[config.mk]
export PLATFORM = sky130hd
export DESIGN_NAME = signal_phase_ctrl
export DESIGN_NICKNAME = d
export VERILOG_FILES = /design/src/rtl/signal_pkg.sv /design/src/rtl/phase_timer.sv /design/src/rtl/signal_phase_ctrl.sv
export SDC_FILE = /design/constraint.sdc
export NUM_CORES = 1
export LEC_CHECK = 0
export CAP_MARGIN = 5
export CORE_UTILIZATION = 60
export CTS_BUF_LIST = sky130_fd_sc_hd__clkbuf_8
export DETAILED_ROUTE_END_ITERATION = 12
export PLACE_DENSITY = 0.9
export SETUP_SLACK_MARGIN = 0.2
export SYNTH_ARGS = -nofsm -noshare
export SYNTH_HDL_FRONTEND = slang
export SYNTH_HIERARCHICAL = 1
export SYNTH_SLANG_ARGS = --single-unit
[constraint.sdc]
create_clock -name clock -period 8.95 [get_ports clock]
set_input_delay 0.895 -clock clock [delete_from_list [all_inputs] [get_ports clock]]
set_output_delay 0.895 -clock clock [all_outputs]
set_load 0.005 [all_outputs]
[src/rtl/signal_pkg.sv]
// Shared types and default timings for the signal_phase_ctrl intersection controller.
package signal_pkg;

  typedef enum logic [1:0] {
    S_ALLRED = 2'd0,
    S_GREEN  = 2'd1,
    S_YELLOW = 2'd2,
    S_WALK   = 2'd3
  } state_t;

  localparam int DEF_NUM_APP   = 4;
  localparam int DEF_CNT_W     = 8;
  localparam int DEF_GREEN_MIN = 8;
  localparam int DEF_GREEN_MAX = 24;
  localparam int DEF_YELLOW_T  = 3;
  localparam int DEF_ALLRED_T  = 2;
  localparam int DEF_WALK_T    = 10;

endpackage

[src/rtl/phase_timer.sv]
// Up-counter that measures cycles spent in the current controller state.
// Synchronous clear has priority over counting; the count holds once it reaches limit.
module phase_timer #(
  parameter int CNT_W = 8
) (
  input  logic             clock,
  input  logic             reset,
  input  logic             clr,
  input  logic             en,
  input  logic [CNT_W-1:0] limit,
  output logic [CNT_W-1:0] count
);

  logic [CNT_W-1:0] cnt_q;
  logic [CNT_W-1:0] cnt_d;

  always_comb begin
    cnt_d = cnt_q;
    if (clr) begin
      cnt_d = '0;
    end else if (en && (cnt_q < limit)) begin
      cnt_d = cnt_q + 1'b1;
    end
  end

  always_ff @(posedge clock or posedge reset) begin
    if (reset) begin
      cnt_q <= '0;
    end else begin
      cnt_q <= cnt_d;
    end
  end

  assign count = cnt_q;

endmodule

[src/rtl/signal_phase_ctrl.sv]
// Demand-driven round-robin intersection controller with min/max green and gap-out.
// Define PED_PHASE_EN to include the latched pedestrian request and exclusive walk phase.
module signal_phase_ctrl
  import signal_pkg::*;
#(
  parameter int NUM_APP   = DEF_NUM_APP,
  parameter int CNT_W     = DEF_CNT_W,
  parameter int GREEN_MIN = DEF_GREEN_MIN,
  parameter int GREEN_MAX = DEF_GREEN_MAX,
  parameter int YELLOW_T  = DEF_YELLOW_T,
  parameter int ALLRED_T  = DEF_ALLRED_T,
  parameter int WALK_T    = DEF_WALK_T
) (
  input  logic                       clock,
  input  logic                       reset,
  input  logic [NUM_APP-1:0]         car,
  input  logic                       ped_button,
  output logic [NUM_APP-1:0]         red,
  output logic [NUM_APP-1:0]         yellow,
  output logic [NUM_APP-1:0]         green,
  output logic                       walk,
  output logic                       ped_wait,
  output state_t                     state,
  output logic [$clog2(NUM_APP)-1:0] phase
);

  localparam int PH_W = $clog2(NUM_APP);

  localparam logic [CNT_W-1:0] GMIN_LAST   = CNT_W'(GREEN_MIN - 1);
  localparam logic [CNT_W-1:0] GMAX_LAST   = CNT_W'(GREEN_MAX - 1);
  localparam logic [CNT_W-1:0] YELLOW_LAST = CNT_W'(YELLOW_T - 1);
  localparam logic [CNT_W-1:0] ALLRED_LAST = CNT_W'(ALLRED_T - 1);
  localparam logic [CNT_W-1:0] WALK_LAST   = CNT_W'(WALK_T - 1);
  localparam logic [PH_W-1:0]  LAST_APP    = PH_W'(NUM_APP - 1);

  state_t            state_q, state_d;
  logic [PH_W-1:0]   phase_q, phase_d;
  logic              ped_req_q, ped_req_d;
  logic              ped_block_q, ped_block_d;
  logic [NUM_APP-1:0] red_q, red_d;
  logic [NUM_APP-1:0] yellow_q, yellow_d;
  logic [NUM_APP-1:0] green_q, green_d;
  logic              walk_q, walk_d;

  logic [CNT_W-1:0]  tmr;
  logic [CNT_W-1:0]  tmr_limit;
  logic              tmr_clr;

  logic [PH_W-1:0]   rr_phase;
  logic [PH_W-1:0]   rr_idx_b;
  int                rr_idx;
  logic              rr_found;
  logic [NUM_APP-1:0] phase_mask;
  logic              other_car;
  logic              conflict;
  logic              green_done;

  // The timer only needs to saturate while resting in green; other states
  // always leave before the count could wrap.
  assign tmr_limit = (state_q == S_GREEN) ? GMAX_LAST : '1;
  assign tmr_clr   = (state_d != state_q);

  phase_timer #(
    .CNT_W(CNT_W)
  ) u_phase_timer (
    .clock (clock),
    .reset (reset),
    .clr   (tmr_clr),
    .en    (1'b1),
    .limit (tmr_limit),
    .count (tmr)
  );

  // Round-robin search starting just after the current phase and wrapping
  // back to it; with no demand anywhere the phase simply advances by one.
  always_comb begin
    rr_phase = (phase_q == LAST_APP) ? '0 : phase_q + 1'b1;
    rr_found = 1'b0;
    rr_idx   = 0;
    rr_idx_b = '0;
    for (int i = 1; i <= NUM_APP; i++) begin
      rr_idx   = (int'(phase_q) + i) % NUM_APP;
      rr_idx_b = PH_W'(rr_idx);
      if (!rr_found && car[rr_idx_b]) begin
        rr_found = 1'b1;
        rr_phase = rr_idx_b;
      end
    end
  end

  always_comb begin
    phase_mask          = '0;
    phase_mask[phase_q] = 1'b1;
  end

  assign other_car = |(car & ~phase_mask);

`ifdef PED_PHASE_EN
  assign conflict = other_car | ped_req_q;
`else
  assign conflict = other_car;
  logic unused_ped;
  assign unused_ped = ped_button ^ ped_block_q;
`endif

  assign green_done = conflict && (tmr >= GMIN_LAST) &&
                      (!car[phase_q] || (tmr == GMAX_LAST));

  always_comb begin
    state_d = state_q;
    phase_d = phase_q;
    case (state_q)
      S_ALLRED: begin
        if (tmr == ALLRED_LAST) begin
          if (ped_req_q) begin
            state_d = S_WALK;
          end else begin
            state_d = S_GREEN;
            phase_d = rr_phase;
          end
        end
      end
      S_GREEN: begin
        if (green_done) begin
          state_d = S_YELLOW;
        end
      end
      S_YELLOW: begin
        if (tmr == YELLOW_LAST) begin
          state_d = S_ALLRED;
        end
      end
      S_WALK: begin
        if (tmr == WALK_LAST) begin
          state_d = S_ALLRED;
        end
      end
      default: state_d = S_ALLRED;
    endcase
  end

  // Entry to walk clears the request even if the button is held on that edge;
  // ped_block keeps a press during walk or the following all-red from re-arming.
  always_comb begin
`ifdef PED_PHASE_EN
    ped_req_d   = ped_req_q;
    ped_block_d = ped_block_q;
    if ((state_d == S_WALK) && (state_q != S_WALK)) begin
      ped_req_d = 1'b0;
    end else if (ped_button && (state_q != S_WALK) && !ped_block_q) begin
      ped_req_d = 1'b1;
    end
    if ((state_q == S_WALK) && (state_d == S_ALLRED)) begin
      ped_block_d = 1'b1;
    end else if ((state_d == S_GREEN) && (state_q != S_GREEN)) begin
      ped_block_d = 1'b0;
    end
`else
    ped_req_d   = 1'b0;
    ped_block_d = 1'b0;
`endif
  end

  // Lamps are decoded from the next state so that the lamp flops always
  // mirror the registered state and phase.
  always_comb begin
    red_d    = '1;
    yellow_d = '0;
    green_d  = '0;
    if (state_d == S_GREEN) begin
      red_d[phase_d]   = 1'b0;
      green_d[phase_d] = 1'b1;
    end else if (state_d == S_YELLOW) begin
      red_d[phase_d]    = 1'b0;
      yellow_d[phase_d] = 1'b1;
    end
`ifdef PED_PHASE_EN
    walk_d = (state_d == S_WALK);
`else
    walk_d = 1'b0;
`endif
  end

  always_ff @(posedge clock or posedge reset) begin
    if (reset) begin
      state_q     <= S_ALLRED;
      phase_q     <= LAST_APP;
      ped_req_q   <= 1'b0;
      ped_block_q <= 1'b0;
      red_q       <= '1;
      yellow_q    <= '0;
      green_q     <= '0;
      walk_q      <= 1'b0;
    end else begin
      state_q     <= state_d;
      phase_q     <= phase_d;
      ped_req_q   <= ped_req_d;
      ped_block_q <= ped_block_d;
      red_q       <= red_d;
      yellow_q    <= yellow_d;
      green_q     <= green_d;
      walk_q      <= walk_d;
    end
  end

  assign red      = red_q;
  assign yellow   = yellow_q;
  assign green    = green_q;
  assign walk     = walk_q;
  assign ped_wait = ped_req_q;
  assign state    = state_q;
  assign phase    = phase_q;

endmodule

== Yosys cells after proc, flatten, opt, wreduce, memory -nomap -nowiden ==
Cells that the tools add are included.
Operators by class
  magnitude comparators: 10
  add/sub/neg operators: 6
  mux-type cells: 37
  eq/ne operators: 11
  reduce and logical (&&, ||, !) cells: 15
  bitwise operators: 3
Operator list (count)
  $mux 8: 3
  $mux 2: 11
  $mux 4: 5
  $lt 2x3->1 const B: 6
  $bmux 1 s2: 5
  $mux 1: 10
  $add 8x1->8 const B: 1
  $eq 2x2->1 const B: 4
  $eq 8x1->1 const B: 1
  $eq 8x2->1 const B: 1
  $eq 8x4->1 const B: 1
  $eq 8x5->1 const B: 1
  $ge 8x3->1 const B: 1
  $lt 8x8->1: 1
  $not 4->4: 2
  $pmux 2 s4: 1
  $logic_and 1x1->1: 7
  $add 2x1->2 const B: 3
  $add 2x2->2 const B: 2
  $and 4x4->4: 1
  $demux 1 s2: 2
  $eq 2x1->1 const B: 2
  $ge 2x1->1 const B: 2
  $logic_not 1->1: 4
  other kinds (5): 5
Storage, ports and cells
  register bits: 24
  logic and storage cells: 88

== Logic depth before layout (Yosys ltp) ==
  depth in word-level cells: 22
  mapped depth: 10
  gate-level depth less buffers: 9

== Cells and area by module ==
Netlist, hierarchy kept.
By module, submodules not included
  signal_phase_ctrl: times used 1, area each 1054.8 um^2, cells each 102, sequential area each 407.9 um^2
  phase_timer: times used 1, area each 661.9 um^2, cells each 66, sequential area each 200.2 um^2

== Least setup slack after synthesis ==
Ideal clock, no wire load.
  path kind: reg2reg
  start: register phase_q[0], in the netlist phase[0]
  end: register green_q[2], in the netlist green[2]
  cell stages (with the launch flop): 9
  slack: 6.023 ns
  library setup time: 0.101 ns
  required time: 8.849 ns
  clock period less this slack: 2.927 ns
  arrival time: 2.826 ns
  cell sequence: dfstp_2 -> clkbuf_8 -> inv_1 -> ha_1 -> mux4_1 -> or4b_1 -> and2_1 -> a31o_4 -> nor4_1
On the way
  cells in the longest elaborated chain, start to end: 20
  elaborated cells on any way between the ends: 53
  those cells by class: add/sub: 5; order compare: 4; eq/ne: 2; mux: 27; bitwise: 2; reduce/logical: 13
Ends and longest elaborated chain
  from (decl): line signal_phase_ctrl.sv:37  | logic [PH_W-1:0] phase_q, phase_d;
  from (signal assigned): line signal_phase_ctrl.sv:196  | phase_q <= phase_d;
  $add 2x1->2: line signal_phase_ctrl.sv:77, signal_phase_ctrl.sv:82
  $bmux 1 s2: line signal_phase_ctrl.sv:84  | if (!rr_found && car[rr_idx_b]) begin
  $mux 1 (implied by the code): line signal_phase_ctrl.sv:84
  $mux 1: line signal_phase_ctrl.sv:84
  $logic_not 1->1: line signal_phase_ctrl.sv:84
  $logic_and 1x1->1: line signal_phase_ctrl.sv:84
  $mux 1: line signal_phase_ctrl.sv:84
  $logic_not 1->1: line signal_phase_ctrl.sv:84
  [... 5 more ...]
  $mux 2: line signal_phase_ctrl.sv:114  | if (tmr == ALLRED_LAST) begin
  $mux 2: line signal_phase_ctrl.sv:112  | case (state_q)
  $lt 2x3->1 (implied by the code) / $ge 2x1->1 (equally long branches): line signal_phase_ctrl.sv:172  | green_d[phase_d] = 1'b1;
  $logic_and 1x1->1 (implied by the code): line signal_phase_ctrl.sv:172
  $mux 1 (implied by the code): line signal_phase_ctrl.sv:172
  $demux 1 s2: line signal_phase_ctrl.sv:172
  $mux 4 (*): line signal_phase_ctrl.sv:170  | if (state_d == S_GREEN) begin
  via green_d[2]: line signal_phase_ctrl.sv:42  | logic [NUM_APP-1:0] green_q, green_d;
  to (signal assigned): line signal_phase_ctrl.sv:201  | green_q <= green_d;
  to (decl): line signal_phase_ctrl.sv:42
Mark *: on every way through the listed nets, which the timed path passes. The rest lies on a longest branch. The select of a mux whose other input is x is not followed.
A chain may end at the register's enable or synchronous reset.

== Worst setup path in the final report ==
  start: input port car[1]
  end: register green_q[0], in the netlist green[0]
On the way
  cells in the longest elaborated chain, start to end: 19
  elaborated cells on any way between the ends: 40
  those cells by class: order compare: 2; eq/ne: 1; mux: 24; bitwise: 1; reduce/logical: 12
Ends and longest elaborated chain
  from (decl): line signal_phase_ctrl.sv:16  | input logic [NUM_APP-1:0] car,
  $bmux 1 s2: line signal_phase_ctrl.sv:84
  $mux 1 (implied by the code): line signal_phase_ctrl.sv:84
  $mux 1: line signal_phase_ctrl.sv:84
  $logic_not 1->1: line signal_phase_ctrl.sv:84
  $logic_and 1x1->1: line signal_phase_ctrl.sv:84
  $mux 1: line signal_phase_ctrl.sv:84
  $logic_not 1->1: line signal_phase_ctrl.sv:84
  $logic_and 1x1->1: line signal_phase_ctrl.sv:84
  [... 5 more ...]
  $mux 2 (*): line signal_phase_ctrl.sv:112
  via phase_d[0]: line signal_phase_ctrl.sv:37
  $lt 2x3->1 (implied by the code) / $ge 2x1->1 (equally long branches): line signal_phase_ctrl.sv:172
  $logic_and 1x1->1 (implied by the code): line signal_phase_ctrl.sv:172
  $mux 1 (implied by the code): line signal_phase_ctrl.sv:172
  $demux 1 s2 (*): line signal_phase_ctrl.sv:172
  $mux 4 (*): line signal_phase_ctrl.sv:170
  via green_d[0]: line signal_phase_ctrl.sv:42
Marks and branches as above.

==> metrics <==
share of cell area taken by muxes after synthesis 0.0984; Residual DRC 0; number of enable-type register cells in the synthesized netlist 0; clock buffers created by TritonCTS 3; clk root buf sky130_fd_sc_hd__clkbuf_8; Worst R2R Path Depth 8; area of the core region 2730 µm²; insertion delay to the later sink of the worst-skew pair 0.27 ns; Critical Path Start Type primary input; number of logic stages on the critical path including buffering 7; area share of the leading cell type in the synthesized netlist 0.262; Die Footprint 3080 µm²; detailed-route wire length 3.57 mm; unrepaired setup endpoints after global routing false; number of standard-cell rows in the floorplan 19; top_reg_cell synth sky130_fd_sc_hd__dfrtp_1; CP cell instances clkdlybuf4s50_1, mux4_1, nor2b_1, o31ai_1, mux2i_1, inv_1, nor4_1; Leak Pwr 0.915 nW; y dimension of the die 55.5 µm; fraction of registers with async set or reset after synthesis 1.00; post-cts resize count 0; Register-to-Register Setup Slack 5.72 ns; Crit path buffers/inverters 2; commonest non-fill, non-tap cells in the layout sky130_fd_sc_hd__inv_1 (22), sky130_fd_sc_hd__clkdlybuf4s50_1 (21), sky130_fd_sc_hd__dfrtp_1 (18); number of sinks driven by the clock tree 24; final hold slack 0.625 ns; crit-path max FO 9; DR pass1 iterations 4; fraction of final layout cells with drive strength greater than 1 0.139; arithmetic-cell share of the synthesized area counting full adders, half adders and majority gates 0.0875; total routing usage reported by global routing 0.242; master of the slowest instance on the critical path sky130_fd_sc_hd__mux4_1; Psw 0.259 mW; sequential share of power 0.335; summed negative setup slack over all endpoints 0 ns; worst hold start u_phase_timer/count[7]$_DFFE_PP0P_; worst flop-to-flop path endpoint green[1]$_DFF_PP0_; normalized max-slew margin 0.415; Hold Vio Cnt, Final 0; proportion of total power due to net switching 0.442; top cell family by delay on the critical path multiplexers; proportion of synthesized chip area in sequential cells 0.354; fraction of synthesized cell area in xor and xnor cells 0.0153; overflow left after global routing 0; Internal Power 0.326 mW; leading cell type in the layout, fill and taps excluded sky130_fd_sc_hd__inv_1; upper clock frequency limit 0.287 GHz; CTS H-Tree Depth 1; max-slew violations 0; final net count 214; data required time of the critical path 9.13 ns; number of global-route vias before repair 1356; FF-to-FF Start phase[0]$_DFF_PP1_; ranking of synthesized cells by area sky130_fd_sc_hd__dfrtp_1 (26%), sky130_fd_sc_hd__dfstp_2 (9.2%), sky130_fd_sc_hd__ha_1 (8.7%); Worst Hold End u_phase_timer/count[7]$_DFFE_PP0P_; Starting Density 0.628; antenna viol nets, final 0; vias after detailed routing 1408; gate count after technology mapping 168; DPL Wire Length 2.69 mm; path type of the worst setup path primary input to flip-flop; width of the chip 55.5 µm; Clock Tree Buf Depth 2; post-synthesis instance area 1720 µm²; Post-CTS Setup Repair Bufs 0; clock slew at the register clock pins of the worst setup and hold paths 0.09 ns; number of buffers inserted by hold repair at cts 0; number of buffer cells added on primary ports 21; number of antenna violations at the first check in global routing 0; transition time at the pin with the least slew margin 0.878 ns; slack of the critical path 5.47 ns; Hold Crit Class flip-flop to flip-flop; routed wire length per instance 15.9 µm; global-route wire length before repair 5.93 mm; maximum VDD drop 0.000249 V; share of the synthesized area in compound gates (AO/OA/AOI/OAI) 0.179; Tcrit/Tclk final 0.389; total of warnings raised by yosys 6; pre-CTS setup slack 5.24 ns; TritonCTS clock tree done; worst clock skew 0.00996 ns; pin count of the biggest net entering global routing 17; detailed-route vias per instance 6.26; mean instance size in the synthesized netlist 10.2 µm²; largest incremental delay on the critical path 0.63 ns; number of DRC violations after detailed-routing iteration 0 43; Max-Cap Viols 0; number of stages on the worst hold path 2; number of diodes 0; Crit. End Element flip-flop; Power per Cell Area 293 nW/µm²; number of synthesized register bits 24; run status completed; post-route minimum period 3.48 ns; signal arrival time at the worst endpoint 3.66 ns; setup violators final 0; synth-to-layout area growth 16.3%; dominant cell type by area after synthesis sky130_fd_sc_hd__dfrtp_1; Clk network pwr share 0.112; Combinational Power Share 0.554; dominant combinational cell family by area after synthesis simple AND/OR/NAND/NOR gates; routability congestion estimate from global placement 0.912; filler cell count in the final layout 181; number of I/O pins 25; library cells used by synthesis 57; area fraction in and, or, nand and nor cells after synthesis 0.195
## worst reg2reg max path, delay by kind of cell, from the launching register on
kind | cells | cell delay (ns)
multiplexers | 1 | 0.59
AND/OR/NAND/NOR | 2 | 0.87
flip-flops | 1 | 0.70
buffers and inverters | 2 | 0.20
adder cells (fa/ha/maj) | 1 | 0.39
AO/OA/AOI/OAI | 2 | 0.37
## area by class of cell
type	count	area, µm²	area share
tap	31	38.8	0.0194
inverter	22	82.6	0.0414
clock buffer	3	41.3	0.0207
sequential	24	608	0.305
timing repair buffer	21	210	0.105
multi-input combinational	123	1010	0.507
clock inverter	1	3.75	0.00188
## synth_stat cells, types with 3 or more instances
cell type                   n
sky130_fd_sc_hd__nor4_1     4
sky130_fd_sc_hd__nand3_1    5
sky130_fd_sc_hd__xnor2_1    3
sky130_fd_sc_hd__mux4_1     3
sky130_fd_sc_hd__nor2_1    10
sky130_fd_sc_hd__nor3_1     8
sky130_fd_sc_hd__nor2b_1    4
sky130_fd_sc_hd__mux2i_1    3
sky130_fd_sc_hd__a21oi_1    7
sky130_fd_sc_hd__dfrtp_1   18
sky130_fd_sc_hd__nand2b_1   5
sky130_fd_sc_hd__ha_1      12
sky130_fd_sc_hd__dfstp_2    6
sky130_fd_sc_hd__o21ai_0    5
sky130_fd_sc_hd__inv_1     21
## flip-flops by register name (all words and copies together), names as in the netlist
| name | cells |
|---|---|
| u_phase_timer/count | 8 |
| green | 4 |
| red | 4 |
| yellow | 4 |
| phase | 2 |
| state | 2 |
## worst max path at each step
| stage | startpoint | endpoint | slack (ns) |
|---|---|---|---|
| after floorplan | phase[0]$_DFF_PP1_ | green[2]$_DFF_PP0_ | 6.02 |
| after global placement | car[1] | green[2]$_DFF_PP0_ | 5.31 |
| after detailed placement | car[1] | green[2]$_DFF_PP0_ | 5.24 |
| after CTS | car[1] | green[2]$_DFF_PP0_ | 5.52 |
| after global routing | car[1] | green[0]$_DFF_PP0_ | 5.23 |
| final | car[1] | green[0]$_DFF_PP0_ | 5.47 |
## through the flow
| stage | utilization | instance area [µm²] | instances | power [mW] |
|---|---|---|---|---|
| 4_1_cts | 0.730 | 2000 | 225 | 0.579 |
| 2_1_floorplan | - | 1740 | 173 | 0.419 |
| 5_1_grt | 0.730 | 2000 | 225 | 0.626 |
| 3_5_place_dp | 0.714 | 1950 | 221 | 0.515 |
| 3_3_place_gp | 0.714 | 1950 | 221 | 0.493 |
| 6_report | 0.730 | 2000 | 225 | 0.585 |
## layer usage
metal  vias to the layer above  track usage  wire length (µm)  share of wire
met5                         -            0                 0              0
met4                         0       0.0893                64          0.018
met3                        10       0.0258               170          0.048
met2                        51        0.453              1890           0.53
met1                       680        0.283              1450           0.40
li1                        667            -                 -              -
## cells by family after synthesis
| logic type | count (synthesis) |
|---|---|
| adder cells (fa/ha/maj) | 12 |
| AND/OR/NAND/NOR | 55 |
| multiplexers | 10 |
| flip-flops | 24 |
| AO/OA/AOI/OAI | 36 |
| buffers and inverters | 26 |
| XOR/XNOR | 3 |
| other | 2 |
## power groups by stage
stage | Combinational, mW | Clock (mW) | Sequential, mW
2_1_floorplan | 0.238 | 0 | 0.180
3_3_place_gp | 0.299 | 0 | 0.193
3_5_place_dp | 0.317 | 0 | 0.197
4_1_cts | 0.319 | 0.0643 | 0.195
5_1_grt | 0.355 | 0.0680 | 0.202
6_report | 0.324 | 0.0654 | 0.196
Note: power is estimated with default switching activity, not from simulation.
